<file path="config.mk">
export PLATFORM = sky130hd
export DESIGN_NAME = int_ctrl_flat
export DESIGN_NICKNAME = d
export VERILOG_FILES = /design/src/rtl/int_ctrl_if.sv /design/src/rtl/int_ctrl.sv /design/src/flat_wrapper.sv
export SDC_FILE = /design/constraint.sdc
export NUM_CORES = 1
export LEC_CHECK = 0
export ABC_AREA = 1
export CORE_MARGIN = 3
export CORE_UTILIZATION = 51
export CTS_CLUSTER_SIZE = 14
export DETAILED_ROUTE_END_ITERATION = 10
export GPL_TIMING_DRIVEN = 0
export PLACE_DENSITY = 0.87
export SYNTH_ARGS = -nofsm -noshare
export SYNTH_HDL_FRONTEND = slang
export SYNTH_SLANG_ARGS = --single-unit
</file>
<file path="constraint.sdc">
create_clock -name clk -period 1.6 [get_ports clk]
set_clock_uncertainty 0.1 [all_clocks]
set_input_delay 0.32 -clock clk [delete_from_list [all_inputs] [get_ports clk]]
set_output_delay 0.32 -clock clk [all_outputs]
set_load 0.005 [all_outputs]
</file>
<file path="src/rtl/int_ctrl_if.sv">
// Bus and interrupt-handshake bundle between the CPU/peripheral side and int_ctrl.
// The master side drives sources, register accesses and ack/eoi; the slave side is the controller.
interface int_ctrl_if #(
    parameter int N_SRC  = 8,
    parameter int DATA_W = 16
);
    logic [N_SRC-1:0]  irq_src;
    logic              reg_sel;
    logic              reg_we;
    logic [1:0]        reg_addr;
    logic [DATA_W-1:0] reg_wdata;
    logic [DATA_W-1:0] reg_rdata;
    logic              irq_req;
    logic [2:0]        irq_id;
    logic              irq_ack;
    logic              irq_eoi;

    modport master (
        output irq_src, reg_sel, reg_we, reg_addr, reg_wdata, irq_ack, irq_eoi,
        input  reg_rdata, irq_req, irq_id
    );

    modport slave (
        input  irq_src, reg_sel, reg_we, reg_addr, reg_wdata, irq_ack, irq_eoi,
        output reg_rdata, irq_req, irq_id
    );
endinterface

</file>
<file path="src/rtl/int_ctrl.sv">
// Interrupt controller: synchronizes, latches, masks and fixed-priority arbitrates up to
// 8 sources, then sequences a single request through the CPU ack / end-of-interrupt handshake.
module int_ctrl #(
    parameter int N_SRC  = 8,
    parameter int DATA_W = 16
) (
    input  logic       clk,
    input  logic       rst_n,
    int_ctrl_if.slave  bus
);

    typedef enum logic [1:0] {
        IDLE    = 2'd0,
        REQ     = 2'd1,
        SERVICE = 2'd2
    } state_t;

    state_t            state_reg;
    logic [N_SRC-1:0]  s1_reg, s2_reg, s3_reg;
    logic [N_SRC-1:0]  pend_reg, mask_reg, edge_reg;
    logic              gie_reg;
    logic              irq_req_reg;
    logic [2:0]        irq_id_reg;

    logic [N_SRC-1:0]  edge_evt;
    logic [N_SRC-1:0]  pend;
    logic [N_SRC-1:0]  eligible;
    logic [7:0]        eligible8;
    logic [N_SRC-1:0]  w1c;
    logic [N_SRC-1:0]  ack_clr;
    logic [N_SRC-1:0]  pend_next;
    logic [2:0]        winner_id;
    logic              wr_en;
    logic              wr_pend, wr_mask, wr_edge, wr_status;
    logic              ack_take;
    logic              in_service;
    logic              unused_wdata;

    assign wr_en     = bus.reg_sel & bus.reg_we;
    assign wr_pend   = wr_en && (bus.reg_addr == 2'd0);
    assign wr_mask   = wr_en && (bus.reg_addr == 2'd1);
    assign wr_edge   = wr_en && (bus.reg_addr == 2'd2);
    assign wr_status = wr_en && (bus.reg_addr == 2'd3);

    assign unused_wdata = ^bus.reg_wdata[DATA_W-1:N_SRC];

    assign in_service = (state_reg == SERVICE);
    assign ack_take   = (state_reg == REQ) && bus.irq_ack;

    assign edge_evt = s2_reg & ~s3_reg;
    // Level-mode bits read straight from the synchronized line; edge-mode bits from the latch.
    assign pend     = (pend_reg & edge_reg) | (s2_reg & ~edge_reg);
    assign eligible = pend & mask_reg & {N_SRC{gie_reg}};

    always_comb begin
        eligible8 = '0;
        eligible8[N_SRC-1:0] = eligible;
    end

    // Scan downward so the lowest active index is the last to overwrite.
    always_comb begin
        winner_id = '0;
        for (int i = N_SRC - 1; i >= 0; i--) begin
            if (eligible[i]) begin
                winner_id = 3'(i);
            end
        end
    end

    // Per-source latch: a new edge beats both W1C and the ack clear in the same cycle.
    generate
        for (genvar gi = 0; gi < N_SRC; gi++) begin : g_src
            assign w1c[gi]       = wr_pend & bus.reg_wdata[gi];
            assign ack_clr[gi]   = ack_take && (irq_id_reg == 3'(gi));
            assign pend_next[gi] = edge_reg[gi] &
                                   (edge_evt[gi] | (pend_reg[gi] & ~w1c[gi] & ~ack_clr[gi]));
        end
    endgenerate

    always_ff @(posedge clk or negedge rst_n) begin
        if (!rst_n) begin
            s1_reg   <= '0;
            s2_reg   <= '0;
            s3_reg   <= '0;
            pend_reg <= '0;
        end else begin
            s1_reg   <= bus.irq_src;
            s2_reg   <= s1_reg;
            s3_reg   <= s2_reg;
            pend_reg <= pend_next;
        end
    end

    always_ff @(posedge clk or negedge rst_n) begin
        if (!rst_n) begin
            mask_reg <= '0;
            edge_reg <= '1;
            gie_reg  <= 1'b0;
        end else begin
            if (wr_mask) begin
                mask_reg <= bus.reg_wdata[N_SRC-1:0];
            end
            if (wr_edge) begin
                edge_reg <= bus.reg_wdata[N_SRC-1:0];
            end
            if (wr_status) begin
                gie_reg <= bus.reg_wdata[0];
            end
        end
    end

    always_ff @(posedge clk or negedge rst_n) begin
        if (!rst_n) begin
            state_reg   <= IDLE;
            irq_req_reg <= 1'b0;
            irq_id_reg  <= '0;
        end else begin
            case (state_reg)
                IDLE: begin
                    if (|eligible) begin
                        irq_id_reg  <= winner_id;
                        irq_req_reg <= 1'b1;
                        state_reg   <= REQ;
                    end
                end
                REQ: begin
                    // Ack is checked first so it wins over a same-cycle loss of eligibility.
                    if (bus.irq_ack) begin
                        irq_req_reg <= 1'b0;
                        state_reg   <= SERVICE;
                    end else if (!eligible8[irq_id_reg]) begin
                        irq_req_reg <= 1'b0;
                        state_reg   <= IDLE;
                    end
                end
                SERVICE: begin
                    irq_req_reg <= 1'b0;
                    if (bus.irq_eoi) begin
                        state_reg <= IDLE;
                    end
                end
                default: begin
                    irq_req_reg <= 1'b0;
                    state_reg   <= IDLE;
                end
            endcase
        end
    end

    always_comb begin
        bus.reg_rdata = '0;
        if (bus.reg_sel) begin
            case (bus.reg_addr)
                2'd0: bus.reg_rdata[N_SRC-1:0] = pend;
                2'd1: bus.reg_rdata[N_SRC-1:0] = mask_reg;
                2'd2: bus.reg_rdata[N_SRC-1:0] = edge_reg;
                default: begin
                    bus.reg_rdata[0]   = gie_reg;
                    bus.reg_rdata[1]   = in_service;
                    bus.reg_rdata[4:2] = irq_id_reg;
                end
            endcase
        end
    end

    assign bus.irq_req = irq_req_reg;
    assign bus.irq_id  = irq_id_reg;

endmodule

</file>
<file path="src/flat_wrapper.sv">
// flat-port wrapper written by rule: the top's interface ports become plain ports
module int_ctrl_flat 
#(
    parameter int N_SRC  = 8,
    parameter int DATA_W = 16
)
  (clk, rst_n, bus_irq_src, bus_reg_sel, bus_reg_we, bus_reg_addr, bus_reg_wdata, bus_irq_ack, bus_irq_eoi, bus_reg_rdata, bus_irq_req, bus_irq_id);
  int_ctrl_if #(.N_SRC(N_SRC), .DATA_W(DATA_W)) bus_i ();
  input  logic clk;
  input  logic rst_n;
  input wire logic [$bits(bus_i.irq_src)-1:0] bus_irq_src;
  input wire logic [$bits(bus_i.reg_sel)-1:0] bus_reg_sel;
  input wire logic [$bits(bus_i.reg_we)-1:0] bus_reg_we;
  input wire logic [$bits(bus_i.reg_addr)-1:0] bus_reg_addr;
  input wire logic [$bits(bus_i.reg_wdata)-1:0] bus_reg_wdata;
  input wire logic [$bits(bus_i.irq_ack)-1:0] bus_irq_ack;
  input wire logic [$bits(bus_i.irq_eoi)-1:0] bus_irq_eoi;
  output wire logic [$bits(bus_i.reg_rdata)-1:0] bus_reg_rdata;
  output wire logic [$bits(bus_i.irq_req)-1:0] bus_irq_req;
  output wire logic [$bits(bus_i.irq_id)-1:0] bus_irq_id;
  assign bus_i.irq_src = bus_irq_src;
  assign bus_i.reg_sel = bus_reg_sel;
  assign bus_i.reg_we = bus_reg_we;
  assign bus_i.reg_addr = bus_reg_addr;
  assign bus_i.reg_wdata = bus_reg_wdata;
  assign bus_i.irq_ack = bus_irq_ack;
  assign bus_i.irq_eoi = bus_irq_eoi;
  assign bus_reg_rdata = bus_i.reg_rdata;
  assign bus_irq_req = bus_i.irq_req;
  assign bus_irq_id = bus_i.irq_id;
  int_ctrl #(.N_SRC(N_SRC), .DATA_W(DATA_W)) u_core (.clk(clk), .rst_n(rst_n), .bus(bus_i));
endmodule
</file>
==> summary.md, run 1 <==
| Metric | Value |
|---|---|
| Status | `finished with violations` |
| Violated checks | `setup timing` |
| Peak VDD IR | `0.00116 V` |
| Clk slew on worst S/H paths | `0.10 ns` |
| Crit path DAT | `1.54 ns` |
| Starting Density | `54.0%` |
| Drt pass-1 iters | `5` |
| Setup Crit Path Kind | `reg2out` |
| Worst-Skew Late Latency | `0.30 ns` |
| Startpoint types | `flip-flop` |
| Buf/Inv on CP | `2` |
| Fill cell count | `344` |
| Yosys top cell area share | `45.0%` |
| I/O Pins | `52` |
| Antenna violations before repair | `0` |
| WHS Path Cells | `0` |
| Slowest stage delay, CP | `0.55 ns` |
| Die width | `77.6 µm` |
| Cell count after synthesis | `302` |
| Vias per cell | `5.16` |
| DP Area | `3090 µm²` |
| Final period utilization | `123%` |
| Distinct cells, synth | `25` |
| Lkg Pwr | `1.77 nW` |
| PwrDens | `1150 nW/µm²` |
| FF+latch area | `1390 µm²` |
| Cell Rows | `25` |
| Top delay family on crit path | `flip-flops` |
| Via count | `2,322` |
| Final count of negative-setup-slack endpoints | `12` |
| Area of the multi-input gates | `1140 µm²` |
| Pins Over Slew Limit | `0` |
| Diode count | `0` |
| Remaining Overflow, GRT | `0` |
| Hold WS | `0.259 ns` |
| Synth cell count leaders | `nand2_1, dfrtp_1, inv_1` |
| RSZ-0062 raised after global routing | `true` |
| Hpwl dp | `4240 µm` |
| CTS tree | `done` |
| Setup TNS | `-2.74 ns` |
| Critical path fanouts, max | `3` |
| Synth area leader | `dfrtp_1` |
| WL per Instance | `14.7 µm` |
| Syn_area_per_cell | `8.66 µm²` |
| Die height | `77.6 µm` |
| Count of final hold-check violations | `0` |
| Crit. End Element | `output port` |
| Core ar. | `4850 µm²` |
| Most numerous cell in the Yosys netlist | `nand2_1` |
| CTS Buffer Depth | `2` |
| Pin count of the biggest net entering global routing | `40` |
| YS warnings | `0` |
| Ranking of synthesized cells by area | `dfrtp_1, nand2_1, dfstp_2` |
| Routed Wire Length | `6640 µm` |
| Syn-to-layout area delta | `35.7%` |
| Cell-by-cell trace of the critical path | `inv_2, nand2_2, nand2_2, a221oi_2, a21oi_1, buf_2` |
| Fin nets | `414` |
| Gr usage total | `23.7%` |
| Synth Flop Type | `dfrtp_1` |
| Count of input and output buffers | `35` |
| Slowest cell on crit path | `dfstp_2` |
| CTS buffer count | `5` |
| Post-route cell area | `3550 µm²` |
| First-pass GRT wire length | `11,200 µm` |
| CP Data Required Time | `1.18 ns` |
| Final Power | `4.08 mW` |
| Netlist Area Pre-Place | `2620 µm²` |
| Cell chosen for the clock root | `clkbuf_8` |
| DRT iter0 DRCs | `194` |
| Vias in the first global route | `2,398` |
| Flops & latches, synth | `55` |
| CP Depth | `6` |
| Die ar. | `6030 µm²` |
| Most used cell, CP | `nand2_2` |
| Final worst slack | `-0.364 ns` |
| Sequential share of the synthesized area | `53.0%` |
| H-tree depth | `2` |
| GPL Wtd Cong | `0.953` |
| Post-synth ARST share | `100%` |
| Share of layout cells above drive strength 1 | `39.7%` |
| Max cap viols | `0` |
| Drt drc | `0` |
| Reg2reg path depth | `11` |
| Post-synth EDFFs | `0` |
| Fmax | `509 MHz` |
| CTS Sinks | `55` |
| Post-DRT Antenna Nets | `0` |
| Final min period | `1.96 ns` |
| Utilization after layout | `73.2%` |
| Worst hold-check path type | `reg2reg` |
## logic make-up after synthesis
kind of cell | after synthesis | synth area share [%]
buffers and inverters | 56 | 10.0
AND/OR/NAND/NOR | 128 | 20.8
AO/OA/AOI/OAI | 62 | 16.0
flip-flops | 55 | 53.0
other | 1 | 0.143
## final timing paths
path                                     from            endpoint  slack [ns]
setup / recovery           u_core.edge_reg[3]    bus_reg_rdata[3]       -0.36
hold / removal               u_core.s1_reg[4]    u_core.s2_reg[4]        0.26
setup reg to reg           u_core.edge_reg[3]  u_core.bus.irq_req       -0.19
hold reg to reg              u_core.s1_reg[4]    u_core.s2_reg[4]        0.26
max in group asynchronous               rst_n  u_core.edge_reg[6]        0.45
min in group asynchronous               rst_n  u_core.pend_reg[0]        0.36
## repair_timing
action                                  4_1_cts  5_1_grt
pin swaps                                    24       22
buffers inserted                             24        7
hold endpoints to repair                     14        0
endpoints found under the setup margin       23       16
hold buffers                                  1        0
resized for setup                            78       13
## cell usage in the layout (no fill, tap or decap), types with 8 or more instances in the layout
cell,count
nand2_1,60
dfrtp_1,45
nand2_2,36
buf_4,32
inv_1,28
clkdlybuf4s50_1,20
nor2_1,19
inv_2,17
a21oi_1,16
o21ai_2,11
o21ai_1,10
buf_2,9
o221ai_1,8
conb_1,8
dfstp_2,8
## power breakdown
group	switching [mW]	total [mW]	internal, mW
Clock	0.453	0.768	0.316
Combinational	0.826	1.50	0.678
Sequential	0.183	1.81	1.62
Total	1.46	4.08	2.62
## stage by stage
step           std cells  worst slack, ns
2_1_floorplan        309            0.178
3_3_place_gp         411            -1.45
3_5_place_dp         412            -1.02
4_1_cts              445           -0.324
5_1_grt              450           -0.434
6_report             450           -0.364
## area by class of cell
type	count	share of cell area, %
Clock inverter	2	0.493
Inverter	45	4.76
Tap cell	67	2.36
Buffer	11	2.64
Timing Repair Buffer	66	16.4
Clock buffer	6	2.04
Multi-Input combinational cell	198	32.2
Sequential cell	55	39.1
## routing by layer
| layer | up-vias | track usage, % | part of all wire, % |
|---|---|---|---|
| met1 | 1101 | 28.4 | 40 |
| met4 | 0 | 10.7 | 2.9 |
| li1 | 1104 | - | - |
| met5 | - | 0 | 0 |
| met3 | 22 | 4.76 | 7.3 |
| met2 | 95 | 40.8 | 50 |
Power figures use the tool's default switching activity.
==> inputs of run 2 (changes only) <==
--- a/config.mk
+++ b/config.mk
@@ -7,11 +7,12 @@
 export LEC_CHECK = 0
 export ABC_AREA = 1
 export CORE_MARGIN = 3
-export CORE_UTILIZATION = 51
+export CORE_UTILIZATION = 55
 export CTS_CLUSTER_SIZE = 14
 export DETAILED_ROUTE_END_ITERATION = 10
+export DONT_BUFFER_PORTS = 1
 export GPL_TIMING_DRIVEN = 0
-export PLACE_DENSITY = 0.87
+export PLACE_DENSITY = 0.78
 export SYNTH_ARGS = -nofsm -noshare
 export SYNTH_HDL_FRONTEND = slang
 export SYNTH_SLANG_ARGS = --single-unit
==> summary.md, run 2 (same netlist as run 1, synthesis figures left out) <==
| Metric | Value |
|---|---|
| Vias in the first global route | `2,025` |
| Slowest cell on crit path | `dfstp_2` |
| Cell-by-cell trace of the critical path | `inv_2, nand2_2, nand2_2, a221oi_2, a21oi_2` |
| RSZ-0062 raised after global routing | `true` |
| Count of input and output buffers | `0` |
| Count of final hold-check violations | `55` |
| Setup Crit Path Kind | `reg2out` |
| Reg2reg path depth | `11` |
| Via count | `2,116` |
| Critical path fanouts, max | `3` |
| Fin nets | `371` |
| H-tree depth | `2` |
| Worst hold-check path type | `in2async` |
| Gr usage total | `23.3%` |
| Least-Margin Pin Slew | `0.667 ns` |
| Routed Wire Length | `6230 µm` |
| Die height | `75.0 µm` |
| First-pass GRT wire length | `9790 µm` |
| CP Data Required Time | `1.18 ns` |
| Final Power | `4.04 mW` |
| Status | `finished with violations` |
| CTS buffer count | `5` |
| Fmax | `551 MHz` |
| Syn-to-layout area delta | `22.0%` |
| Pins Over Slew Limit | `0` |
| Drt drc | `0` |
| Cell Rows | `24` |
| Most common cell after layout, fill and taps aside | `nand2_1` |
| Vias per cell | `5.40` |
| Switching fraction of total power | `33.4%` |
| DP Area | `2710 µm²` |
| Combinational power share | `27.7%` |
| Antenna violations before repair | `0` |
| Fill cell count | `335` |
| Utilization after layout | `71.3%` |
| DRT iter0 DRCs | `211` |
| Worst R2R Start | `u_core.edge_reg[3]` |
| Die ar. | `5620 µm²` |
| Final Instance Count excl. Fillers | `392` |
| Remaining Overflow, GRT | `0` |
| Starting Density | `58.5%` |
| WL per Instance | `15.9 µm` |
| Sw power | `1.35 mW` |
| Slowest stage delay, CP | `0.55 ns` |
| Die width | `75.0 µm` |
| Hold WS | `-0.413 ns` |
| Final min period | `1.82 ns` |
| Final worst slack | `-0.215 ns` |
| Post-route cell area | `3190 µm²` |
| Pin count of the biggest net entering global routing | `56` |
| Post-DRT Antenna Nets | `0` |
| CTS Buffer Depth | `2` |
| Setup TNS | `-1.56 ns` |
| Share of layout cells above drive strength 1 | `36.5%` |
| Cell chosen for the clock root | `clkbuf_8` |
| Core ar. | `4470 µm²` |
| Crit. End Element | `output port` |
| Seq pwr share | `45.6%` |
| PwrDens | `1270 nW/µm²` |
| CTS tree | `done` |
| I/O Pins | `52` |
| Clk slew on worst S/H paths | `0.10 ns` |
| Most frequent cells in the layout | `nand2_1, dfrtp_1, nand2_2` |
| Relative slew slack | `55.5%` |
| Hpwl dp | `4030 µm` |
| Startpoint types | `flip-flop` |
| Setup crit start | `u_core.edge_reg[3]` |
| Drt pass-1 iters | `4` |
| Violated checks | `hold timing, setup timing` |
| CTS Sinks | `55` |
| Final period utilization | `113%` |
| Lkg Pwr | `1.56 nW` |
| GPL Wtd Cong | `0.931` |
| Crit path DAT | `1.40 ns` |
| Share of total power in the clock network | `26.6%` |
| Most used cell, CP | `nand2_2` |
| P_int | `2.69 mW` |
| Peak VDD IR | `0.000609 V` |
| Hold buffers post-CTS | `9` |
| Diode count | `0` |
| Max cap viols | `0` |
| Final count of negative-setup-slack endpoints | `11` |
| Placed insts | `361` |
| Worst-Skew Late Latency | `0.31 ns` |
==> run 2: path summary, 6_finish.rpt <==
| check | to | slack [ns] |
|---|---|---|
| max in group asynchronous | u_core.edge_reg[6] | 1.62 |
| setup / recovery | bus_reg_rdata[3] | -0.22 |
| setup reg to reg | u_core.bus.irq_id[0] | -0.07 |
| hold reg to reg | u_core.s2_reg[4] | 0.25 |
| hold / removal | u_core.s3_reg[0] | -0.41 |
| min in group clk | u_core.edge_reg[4] | 0.05 |
==> run 2: what timing repair did <==
action                                  in CTS  in global routing
endpoints found under the setup margin       8                 12
hold endpoints to repair                    64                 55
cloned                                       0                  0
resized for setup                           27                 16
buffers inserted                            10                  4
pin swaps                                   19                 18
==> run 2: worst max-delay path, delay by kind of cell, from the launching register on <==
kind                   cells  cell delay (ns)
DFF                        1             0.55
AOI/OAI and AO/OA          2             0.37
and+or+nand+nor            2             0.12
buffers and inverters      1             0.05
==> run 2: per-layer routing <==
metal	wire length (µm)	global-route usage (%)	vias to the layer above	share of wire, %
met4	99	10.1	0	1.6
met1	2620	29.6	1016	42
met5	0	0	-	0
li1	-	-	1020	-
met2	3170	39.0	69	51
met3	337	4.41	11	5.4
==> run 2: power groups by stage <==
stage / registers [mW] / clock network, mW / logic [mW]
final: 1.84 / 1.08 / 1.12
after CTS: 1.83 / 1.09 / 1.00
after global routing: 1.88 / 1.15 / 1.24
after detailed placement: 1.85 / 0 / 0.860
after floorplan: 1.79 / 0 / 0.710
after global placement: 1.84 / 0 / 0.836
==> run 2: final cells by class <==
cell class | instances | area, µm² | area share, %
Clock inverter | 2 | 60.1 | 1.88
Sequential cell | 55 | 1390 | 43.4
Multi-Input combinational cell | 198 | 1150 | 36.0
Tap cell | 52 | 65.1 | 2.04
Clock buffer | 6 | 72.6 | 2.27
Inverter | 45 | 169 | 5.29
Buffer | 11 | 93.8 | 2.94
Timing Repair Buffer | 23 | 195 | 6.12
==> run 2: through the flow <==
step	hold WS [ns]	setup slack [ns]
2_1_floorplan	-0.0756	0.178
3_3_place_gp	-0.0738	0.0617
3_5_place_dp	-0.0737	0.0173
4_1_cts	-0.415	-0.223
5_1_grt	-0.427	-0.286
6_report	-0.413	-0.215
